File: config.mk
export PLATFORM = sky130hd
export DESIGN_NAME = control_unit
export DESIGN_NICKNAME = d
export VERILOG_FILES = /design/src/rtl/cpu_pkg.sv /design/src/rtl/control_decode.sv /design/src/rtl/control_unit.sv
export SDC_FILE = /design/constraint.sdc
export NUM_CORES = 1
export LEC_CHECK = 0
export CAP_MARGIN = 5
export CELL_PAD_IN_SITES_DETAIL_PLACEMENT = 0
export CELL_PAD_IN_SITES_GLOBAL_PLACEMENT = 1
export CORE_UTILIZATION = 33
export DETAILED_ROUTE_END_ITERATION = 6
export MAX_ROUTING_LAYER = met4
export PLACE_DENSITY_LB_ADDON = 0.25
export RECOVER_POWER = 50
export SYNTH_ARGS = -nofsm -noshare
export SYNTH_HDL_FRONTEND = slang
export SYNTH_SLANG_ARGS = --single-unit
export TNS_END_PERCENT = 1
File: constraint.sdc
create_clock -name Clock -period 7.3 [get_ports Clock]
set_input_delay 1.46 -clock Clock [delete_from_list [all_inputs] [get_ports Clock]]
set_output_delay 1.46 -clock Clock [all_outputs]
set_load 0.005 [all_outputs]
File: src/rtl/cpu_pkg.sv
// Shared definitions for the multi-cycle sequencer: opcodes, ALU codes,
// sequencer states and the strobe bundle driven into the datapath.
package cpu_pkg;

  localparam logic [4:0] OP_LD   = 5'd0;
  localparam logic [4:0] OP_LDI  = 5'd1;
  localparam logic [4:0] OP_ST   = 5'd2;
  localparam logic [4:0] OP_ADD  = 5'd3;
  localparam logic [4:0] OP_ROL  = 5'd10;
  localparam logic [4:0] OP_ADDI = 5'd11;
  localparam logic [4:0] OP_ANDI = 5'd12;
  localparam logic [4:0] OP_ORI  = 5'd13;
  localparam logic [4:0] OP_MUL  = 5'd14;
  localparam logic [4:0] OP_DIV  = 5'd15;
  localparam logic [4:0] OP_NEG  = 5'd16;
  localparam logic [4:0] OP_NOT  = 5'd17;
  localparam logic [4:0] OP_BRX  = 5'd18;
  localparam logic [4:0] OP_JR   = 5'd19;
  localparam logic [4:0] OP_IN   = 5'd21;
  localparam logic [4:0] OP_OUT  = 5'd22;
  localparam logic [4:0] OP_MFHI = 5'd23;
  localparam logic [4:0] OP_MFLO = 5'd24;
  localparam logic [4:0] OP_NOP  = 5'd25;
  localparam logic [4:0] OP_HALT = 5'd26;

  localparam logic [4:0] ALU_NONE = 5'd0;
  localparam logic [4:0] ALU_ADD  = 5'd3;
  localparam logic [4:0] ALU_AND  = 5'd5;
  localparam logic [4:0] ALU_OR   = 5'd6;

  typedef enum logic [3:0] {
    S_RST, S_T0, S_T1, S_T2, S_T3, S_T4, S_T5, S_T6, S_T7, S_HALT
  } state_t;

  typedef struct packed {
    logic [4:0] alu_op;
    logic read, write, inc_pc;
    logic gra, grb, grc, r_in, r_out, ba_out;
    logic pc_in, ir_in, mar_in, mdr_in, y_in, z_in, hi_in, lo_in, con_in, outport_in;
    logic pc_out, mdr_out, zlow_out, zhigh_out, hi_out, lo_out, inport_out, c_out;
  } ctl_t;

  // Last execute state of each instruction; the sequencer returns to T0 after it.
  function automatic state_t final_state(input logic [4:0] op);
    if (op == OP_LD || op == OP_ST) return S_T7;
    if (op <= OP_ORI)               return S_T5;  // ldi, R-type, immediates
    if (op <= OP_DIV)               return S_T6;  // mul, div
    if (op <= OP_NOT)               return S_T4;  // neg, not
    if (op == OP_BRX)               return S_T6;
    return S_T3;                                  // single-step and undefined
  endfunction

  // Opcodes with no defined behaviour.
  function automatic logic op_undef(input logic [4:0] op);
    return (op == 5'd20) || (op >= 5'd27);
  endfunction

endpackage

File: src/rtl/control_decode.sv
// Combinational strobe decode: (state, opcode, branch flag) -> control bundle.
// RST/HALT and any unlisted state/opcode pair decode to all-zero strobes.
module control_decode
  import cpu_pkg::*;
(
  input  state_t     state,
  input  logic [4:0] op,
  input  logic       con_ff,
  output ctl_t       ctl
);

  logic is_mem, is_r, is_imm, is_md, is_un;

  assign is_mem = (op <= OP_ST);
  assign is_r   = (op >= OP_ADD) && (op <= OP_ROL);
  assign is_imm = (op >= OP_ADDI) && (op <= OP_ORI);
  assign is_md  = (op == OP_MUL) || (op == OP_DIV);
  assign is_un  = (op == OP_NEG) || (op == OP_NOT);

  // One strobe set per state; at most one bus driver in any branch.
  always_comb begin
    ctl = '0;
    case (state)
      S_T0: begin
        ctl.pc_out = 1'b1; ctl.mar_in = 1'b1; ctl.inc_pc = 1'b1; ctl.z_in = 1'b1;
        ctl.alu_op = ALU_ADD;
      end
      S_T1: begin
        ctl.zlow_out = 1'b1; ctl.pc_in = 1'b1; ctl.read = 1'b1; ctl.mdr_in = 1'b1;
      end
      S_T2: begin
        ctl.mdr_out = 1'b1; ctl.ir_in = 1'b1;
      end
      S_T3: begin
        if (is_mem) begin
          ctl.grb = 1'b1; ctl.ba_out = 1'b1; ctl.y_in = 1'b1;
        end else if (is_r || is_imm) begin
          ctl.grb = 1'b1; ctl.r_out = 1'b1; ctl.y_in = 1'b1;
        end else if (is_md) begin
          ctl.gra = 1'b1; ctl.r_out = 1'b1; ctl.y_in = 1'b1;
        end else if (is_un) begin
          ctl.grb = 1'b1; ctl.r_out = 1'b1; ctl.z_in = 1'b1; ctl.alu_op = op;
        end else begin
          case (op)
            OP_BRX:  begin ctl.gra = 1'b1; ctl.r_out = 1'b1; ctl.con_in = 1'b1; end
            OP_JR:   begin ctl.gra = 1'b1; ctl.r_out = 1'b1; ctl.pc_in = 1'b1; end
            OP_IN:   begin ctl.inport_out = 1'b1; ctl.gra = 1'b1; ctl.r_in = 1'b1; end
            OP_OUT:  begin ctl.gra = 1'b1; ctl.r_out = 1'b1; ctl.outport_in = 1'b1; end
            OP_MFHI: begin ctl.hi_out = 1'b1; ctl.gra = 1'b1; ctl.r_in = 1'b1; end
            OP_MFLO: begin ctl.lo_out = 1'b1; ctl.gra = 1'b1; ctl.r_in = 1'b1; end
            default: ;  // nop, halt, undefined: no strobes
          endcase
        end
      end
      S_T4: begin
        if (is_mem) begin
          ctl.c_out = 1'b1; ctl.z_in = 1'b1; ctl.alu_op = ALU_ADD;
        end else if (is_r) begin
          ctl.grc = 1'b1; ctl.r_out = 1'b1; ctl.z_in = 1'b1; ctl.alu_op = op;
        end else if (is_md) begin
          ctl.grb = 1'b1; ctl.r_out = 1'b1; ctl.z_in = 1'b1; ctl.alu_op = op;
        end else if (is_imm) begin
          ctl.c_out = 1'b1; ctl.z_in = 1'b1;
          ctl.alu_op = (op == OP_ADDI) ? ALU_ADD : (op == OP_ANDI) ? ALU_AND : ALU_OR;
        end else if (is_un) begin
          ctl.zlow_out = 1'b1; ctl.gra = 1'b1; ctl.r_in = 1'b1;
        end else if (op == OP_BRX) begin
          ctl.pc_out = 1'b1; ctl.y_in = 1'b1;
        end
      end
      S_T5: begin
        if (op == OP_LDI || is_r || is_imm) begin
          ctl.zlow_out = 1'b1; ctl.gra = 1'b1; ctl.r_in = 1'b1;
        end else if (is_mem) begin
          ctl.zlow_out = 1'b1; ctl.mar_in = 1'b1;
        end else if (is_md) begin
          ctl.zlow_out = 1'b1; ctl.lo_in = 1'b1;
        end else if (op == OP_BRX) begin
          ctl.c_out = 1'b1; ctl.z_in = 1'b1; ctl.alu_op = ALU_ADD;
        end
      end
      S_T6: begin
        if (op == OP_LD) begin
          ctl.read = 1'b1; ctl.mdr_in = 1'b1;
        end else if (op == OP_ST) begin
          ctl.gra = 1'b1; ctl.r_out = 1'b1; ctl.mdr_in = 1'b1;
        end else if (is_md) begin
          ctl.zhigh_out = 1'b1; ctl.hi_in = 1'b1;
        end else if (op == OP_BRX && con_ff) begin
          ctl.zlow_out = 1'b1; ctl.pc_in = 1'b1;
        end
      end
      S_T7: begin
        if (op == OP_LD) begin
          ctl.mdr_out = 1'b1; ctl.gra = 1'b1; ctl.r_in = 1'b1;
        end else if (op == OP_ST) begin
          ctl.write = 1'b1;
        end
      end
      default: ;
    endcase
  end

endmodule

File: src/rtl/control_unit.sv
// Multi-cycle Moore sequencer for the bus-based datapath.
// Build option CONTROL_UNIT_ILLEGAL_HALT_EN: undefined opcodes raise a sticky
// 'illegal' flag and halt; without it they behave as nop and the port is absent.
module control_unit
  import cpu_pkg::*;
#(
  parameter int RESET_DP_CYCLES = 1
) (
  input  logic        Clock,
  input  logic        clear_n,
  input  logic [31:0] IR,
  input  logic        CON_FF,
  input  logic        Stop,
`ifdef CONTROL_UNIT_ILLEGAL_HALT_EN
  output logic        illegal,
`endif
  output logic        Run,
  output logic        dp_clear,
  output logic [4:0]  alu_op,
  output logic        Read,
  output logic        Write,
  output logic        IncPC,
  output logic        Gra,
  output logic        Grb,
  output logic        Grc,
  output logic        Rin,
  output logic        Rout,
  output logic        BAout,
  output logic        PCin,
  output logic        IRin,
  output logic        MARin,
  output logic        MDRin,
  output logic        Yin,
  output logic        Zin,
  output logic        HIin,
  output logic        LOin,
  output logic        CONin,
  output logic        Outportin,
  output logic        PCout,
  output logic        MDRout,
  output logic        Zlowout,
  output logic        Zhighout,
  output logic        HIout,
  output logic        LOout,
  output logic        Inportout,
  output logic        Cout
);

  state_t     state;
  logic [4:0] op_q;
  logic [4:0] op;
  logic [3:0] rst_cnt;
  logic       ill_op;
  ctl_t       ctl;

  // Operand fields of IR are consumed by the datapath, not here.
  logic ir_unused;
  assign ir_unused = ^IR[26:0];

  // IR only becomes valid once T2's closing edge loads it, so T3 decodes the
  // live opcode and later states use the copy captured on leaving T3.
  assign op = (state == S_T3) ? IR[31:27] : op_q;

`ifdef CONTROL_UNIT_ILLEGAL_HALT_EN
  logic ill_q;
  assign ill_op  = op_undef(op);
  assign illegal = ill_q;
`else
  assign ill_op  = 1'b0;
`endif

  // Sequencer: one state per clock, reset hold, instruction-boundary halt.
  always_ff @(posedge Clock or negedge clear_n) begin
    if (!clear_n) begin
      state   <= S_RST;
      op_q    <= '0;
      rst_cnt <= '0;
`ifdef CONTROL_UNIT_ILLEGAL_HALT_EN
      ill_q   <= 1'b0;
`endif
    end else begin
      case (state)
        S_RST: begin
          if (rst_cnt == 4'(RESET_DP_CYCLES - 1)) state <= S_T0;
          else rst_cnt <= rst_cnt + 4'd1;
        end
        S_T0:   state <= S_T1;
        S_T1:   state <= S_T2;
        S_T2:   state <= S_T3;
        S_HALT: state <= S_HALT;
        default: begin
          if (state == S_T3) op_q <= IR[31:27];
          if (state == S_T3 && (op == OP_HALT || ill_op)) begin
            state <= S_HALT;
`ifdef CONTROL_UNIT_ILLEGAL_HALT_EN
            if (ill_op) ill_q <= 1'b1;
`endif
          end else if (state == final_state(op)) begin
            state <= Stop ? S_HALT : S_T0;
          end else begin
            state <= state_t'(state + 4'd1);
          end
        end
      endcase
    end
  end

  control_decode u_dec (
    .state  (state),
    .op     (op),
    .con_ff (CON_FF),
    .ctl    (ctl)
  );

  assign Run       = (state != S_RST) && (state != S_HALT);
  assign dp_clear  = (state == S_RST);
  assign alu_op    = ctl.alu_op;
  assign Read      = ctl.read;
  assign Write     = ctl.write;
  assign IncPC     = ctl.inc_pc;
  assign Gra       = ctl.gra;
  assign Grb       = ctl.grb;
  assign Grc       = ctl.grc;
  assign Rin       = ctl.r_in;
  assign Rout      = ctl.r_out;
  assign BAout     = ctl.ba_out;
  assign PCin      = ctl.pc_in;
  assign IRin      = ctl.ir_in;
  assign MARin     = ctl.mar_in;
  assign MDRin     = ctl.mdr_in;
  assign Yin       = ctl.y_in;
  assign Zin       = ctl.z_in;
  assign HIin      = ctl.hi_in;
  assign LOin      = ctl.lo_in;
  assign CONin     = ctl.con_in;
  assign Outportin = ctl.outport_in;
  assign PCout     = ctl.pc_out;
  assign MDRout    = ctl.mdr_out;
  assign Zlowout   = ctl.zlow_out;
  assign Zhighout  = ctl.zhigh_out;
  assign HIout     = ctl.hi_out;
  assign LOout     = ctl.lo_out;
  assign Inportout = ctl.inport_out;
  assign Cout      = ctl.c_out;

endmodule

==> impl.org <==
** Clock network
- TritonCTS built the clock tree.
- The number of clock buffers added by TritonCTS is 3.
- Total of cells resized after clock tree synthesis :: 0
- The clock passes through at most 2 buffers.
- The tree is rooted in a sky130_fd_sc_hd__clkbuf_8.
- Register clock-pin slew on the reported worst setup and hold paths :: around 60 ps
- TritonCTS Sinks :: 13
- Number of H-tree levels :: 1
- In this run the post-CTS setup repair buffer count came out at 0.
- For the worst-skew pair, the clock arrives at the later sink with an insertion delay of around 250 ps.
- Total of hold buffers inserted after clock tree synthesis :: 0

** Die
- Number of placed I/O pins :: 70
- Core region area :: between 4000 and 5000 µm²
- The die covers ~5400 µm².
- The initial utilization of the core area, before any placement, comes to 0.3510.
- The initialized floorplan defines 25 standard-cell rows.
- In this run the horizontal extent of the chip is 73.81 µm.
- The floorplan step set the die height to around 74 µm.

** Setup path
- Critical Path Slowest Stage Cell :: sky130_fd_sc_hd__mux2i_1
- The startpoint identified for the worst register-to-register timing path is state[1].
- Depth of the worst register-to-register path :: 9
- The endpoint identified for the worst register-to-register timing path is state[0].
- Arrival time at the worst endpoint :: roughly 4500 ps
- The worst register-to-register path has a setup slack of about 3200 ps.
- Walking the worst path, the cells encountered are inv_1 > ha_1 > nand3b_1 > mux2i_1 > inv_2 > mux2i_1 > nand2_1 > a21oi_1 > o221ai_1 > clkdlybuf4s50_1.
- By instance count, the cell type seen most on the critical path is sky130_fd_sc_hd__mux2i_1.
- The worst setup path is launched from a register.
- On the worst path, the slowest cell contributes a delay of between 900 and 1000 ps.
- Element type at the critical path end :: output port
- At the worst endpoint, the required time is 5840 ps.
- By startpoint and endpoint, the worst setup path is classified as register to output port.
- Along the worst path, the maximum fanout reaches 20.

** Final layout
- Antenna diodes :: 0
- The library cell used most frequently in the layout, excluding fill and tap cells, is sky130_fd_sc_hd__clkdlybuf4s50_1.
- Total of fill cells in the finished design :: approximately 520
- Area grow syn2layout :: 24.34%
- After routing the design area is 2116 µm².
- In the layout the commonest cells are sky130_fd_sc_hd__clkdlybuf4s50_1 (38), sky130_fd_sc_hd__nand2_1 (23), sky130_fd_sc_hd__nor2_1 (15).
- Share of final-layout standard cells stronger than drive strength 1 :: 0.07724
- The final layout contains between 200 and 300 nets.

** Detailed routing
- TritonRoute pass-1 iters :: 4
- Total via count in the routed design :: 1717
- After detailed routing, the number of remaining DRC violations is 0.
- Routed wirelength normalized by instance count :: between 15 and 20 µm
- Summed over all layers, the routed wires come to roughly 5200 µm.
- In this run the remaining antenna-violating nets after routing total 0.
- Post-DR vias/cell :: 5.486
- Drt initial violations :: slightly below 100

** Logic synthesis
- Post-synthesis sequential area ratio :: 0.1912
- Post-synthesis instance area :: ~1700 µm²
- The most used flip-flop cell after synthesis is sky130_fd_sc_hd__dfrtp_1.
- Distinct cell type count of the synthesized netlist :: 66
- Counting every instance in the synthesized netlist gives 215.
- Yosys mapped a number of flops with a built-in enable equal to 0.
- Post-synthesis async set-or-reset flop share :: 1.000
- Synth Warn # :: 0
- Post-synthesis area per instance :: 7.915 µm²
- Number of nets in the synthesized netlist :: ~260
- Number of synthesized register bits :: 13

** Placement
- After detailed placement, the total cell area comes to approximately 2100 µm².
- Routability congestion estimate :: between 0.8 and 0.9
- DP HPWL :: 3949 µm
- Number of buffers inserted by port buffering :: between 40 and 50

** STA
- The final hold violation count was 0.
- Max-slew violation total from the final report :: 0
- Between clock sinks in the finished design, the worst skew comes to just under 6 ps.
- Number of endpoints failing setup at the final stage :: 0
- In this run the tightest slew margin relative to its limit is 0.3162.
- Portion of the clock cycle consumed by the worst path in the final layout :: 0.8207
- After routing, the total negative slack on setup checks comes to 0 ps.
- Setup repair after global routing missed its margin :: no
- At the pin with the least slew margin, the transition time is 1023 ps.
- For the finished layout, the period the worst path requires is roughly 6000 ps.
- Static timing analysis puts the maximum clock frequency at between 150 and 200 MHz.

** Power and ir drop
- In this run the power spent charging and discharging nets is ~0.39 mW.
- Internal power of the cells :: 0.3622 mW
- Of the total power, registers draw 0.211.
- For this design the static power due to leakage is roughly 0.80 nW.
- Clock share of power :: 0.090
- Of the total power, combinational logic draws 0.700.
- Power spread over the standard cell area amounts to ~360 nW/µm².
- Net switching fraction of the power :: 0.5185
- Worst vdd ir :: 0.1980 mV

** Global routing
- Number of antenna violations at the first check in global routing :: 0
- The number of global-route vias before repair is 1709.
- Aggregate global routing overflow :: 0
- The first global-routing pass estimated slightly below 9000 µm of wire.
- Entering global routing, the biggest net connects 21 pins.
- Global-route total usage across every layer :: 0.2167

** Hold path
- Destination of the worst hold path :: rst_cnt[3]
- The startpoint identified for the worst hold timing path is rst_cnt[3].
- The worst hold path belongs to the class register to register.
- Counting instances, the worst hold path has a depth of 1.

** Run status
- Outcome :: complete, no violations

** Flow run
- Across the run, the number of max-cap violations was 0.
layout make-up:
type                            instances  area, µm²  share of cell area
Multi-Input combinational cell        174       1192              0.5636
Timing Repair Buffer                   42      420.4              0.1987
Sequential cell                        13      325.3              0.1538
Tap cell                               67      83.83             0.03962
Inverter                               13      48.80             0.02306
Clock buffer                            4      45.04             0.02129
worst max path at each step:
| stage | from | endpoint | slack, ps | cells past startpoint |
|---|---|---|---|---|
| final | state[1] | alu_op[0] | 1310 | 10 |
| after global routing | state[1] | alu_op[0] | 890 | 10 |
| after CTS | IR[28] | alu_op[1] | 1790 | 8 |
| after detailed placement | IR[28] | alu_op[1] | 1810 | 8 |
| after global placement | IR[28] | alu_op[0] | 1790 | 8 |
| after floorplan | IR[29] | alu_op[1] | 3280 | 6 |
logic make-up after synthesis:
logic type / Yosys count / share of synthesized area
AO/OA/AOI/OAI: 60 / 0.2544
XOR/XNOR: 5 / 0.02573
adder cells (fa/ha/maj): 6 / 0.04412
buffers and inverters: 28 / 0.07427
flip-flops: 13 / 0.1912
multiplexers: 11 / 0.09706
AND/OR/NAND/NOR: 92 / 0.3132
Yosys cell counts, types with 2 or more instances:
cell	count	area, µm²
sky130_fd_sc_hd__nor2_1	15	56.30
sky130_fd_sc_hd__clkbuf_1	3	11.26
sky130_fd_sc_hd__nor4b_2	2	30.03
sky130_fd_sc_hd__nor4_1	2	12.51
sky130_fd_sc_hd__o221ai_1	2	17.52
sky130_fd_sc_hd__o22ai_1	4	25.02
sky130_fd_sc_hd__buf_2	8	40.04
sky130_fd_sc_hd__ha_1	6	75.07
sky130_fd_sc_hd__xnor2_1	4	35.03
sky130_fd_sc_hd__a211oi_2	2	25.02
sky130_fd_sc_hd__inv_1	10	37.54
sky130_fd_sc_hd__o31ai_1	2	15.01
sky130_fd_sc_hd__nor3b_1	3	22.52
sky130_fd_sc_hd__nand3_1	8	40.04
sky130_fd_sc_hd__nand2_1	23	86.33
sky130_fd_sc_hd__and4b_1	2	20.02
sky130_fd_sc_hd__nor3_1	8	40.04
sky130_fd_sc_hd__nand2b_1	4	25.02
sky130_fd_sc_hd__dfrtp_1	13	325.3
sky130_fd_sc_hd__nor2b_1	3	18.77
sky130_fd_sc_hd__mux2i_1	5	50.05
sky130_fd_sc_hd__a21oi_1	11	55.05
sky130_fd_sc_hd__buf_1	2	7.510
sky130_fd_sc_hd__a211oi_1	4	30.03
sky130_fd_sc_hd__o41ai_1	2	17.52
sky130_fd_sc_hd__inv_2	3	11.26
sky130_fd_sc_hd__and3_1	2	12.51
sky130_fd_sc_hd__nand4_1	3	18.77
sky130_fd_sc_hd__o211ai_1	3	22.52
sky130_fd_sc_hd__and2_1	5	31.28
sky130_fd_sc_hd__o21ai_0	11	55.05
sky130_fd_sc_hd__o2bb2ai_1	3	26.28
sky130_fd_sc_hd__mux2i_4	4	90.09
metrics by stage:
step / hold WS, ps / utilization / setup slack [ps] / cells / total power [mW]
after CTS: 476.3 / 0.4483 / 1788 / 313 / 0.7797
after floorplan: 446.5 / - / 3276 / 215 / 0.5324
after detailed placement: 466.3 / 0.4390 / 1809 / 309 / 0.7099
after global routing: 509.0 / 0.4364 / 894.5 / 313 / 0.8189
final: 479.5 / 0.4364 / 1309 / 313 / 0.7523
after global placement: 466.9 / 0.4390 / 1789 / 309 / 0.7136
sequential cells by signal (all words and copies together) (netlist names):
| signal | cells |
|---|---|
| state | 4 |
| op_q | 5 |
| rst_cnt | 4 |
critical path: cells and delay by family, from the launching register on:
| kind | cells | cell delay, ps |
|---|---|---|
| muxes | 2 | 1200 |
| DFF | 1 | 470 |
| adders and majority gates | 1 | 400 |
| AOI/OAI and AO/OA | 2 | 410 |
| buffers and inverters | 3 | 910 |
| and+or+nand+nor | 2 | 870 |
per-layer routing:
layer | global-route usage | wire length (µm) | share of wire | up-vias
met3 | 0.02881 | 239 | 0.046 | 0
li1 | - | - | - | 862
met1 | 0.3145 | 2593 | 0.50 | 803
met4 | 0.04487 | 0 | 0 | 0
met5 | - | 0 | 0 | -
met2 | 0.3180 | 2382 | 0.46 | 52
power groups by stage:
| stage | clock [mW] | combinational, mW | sequential (mW) |
|---|---|---|---|
| after detailed placement | 0 | 0.544 | 0.166 |
| after global routing | 0.0724 | 0.582 | 0.164 |
| after floorplan | 0 | 0.406 | 0.127 |
| after global placement | 0 | 0.548 | 0.165 |
| final | 0.0673 | 0.526 | 0.159 |
| after CTS | 0.0675 | 0.548 | 0.164 |
Power figures use the tool's default switching activity.
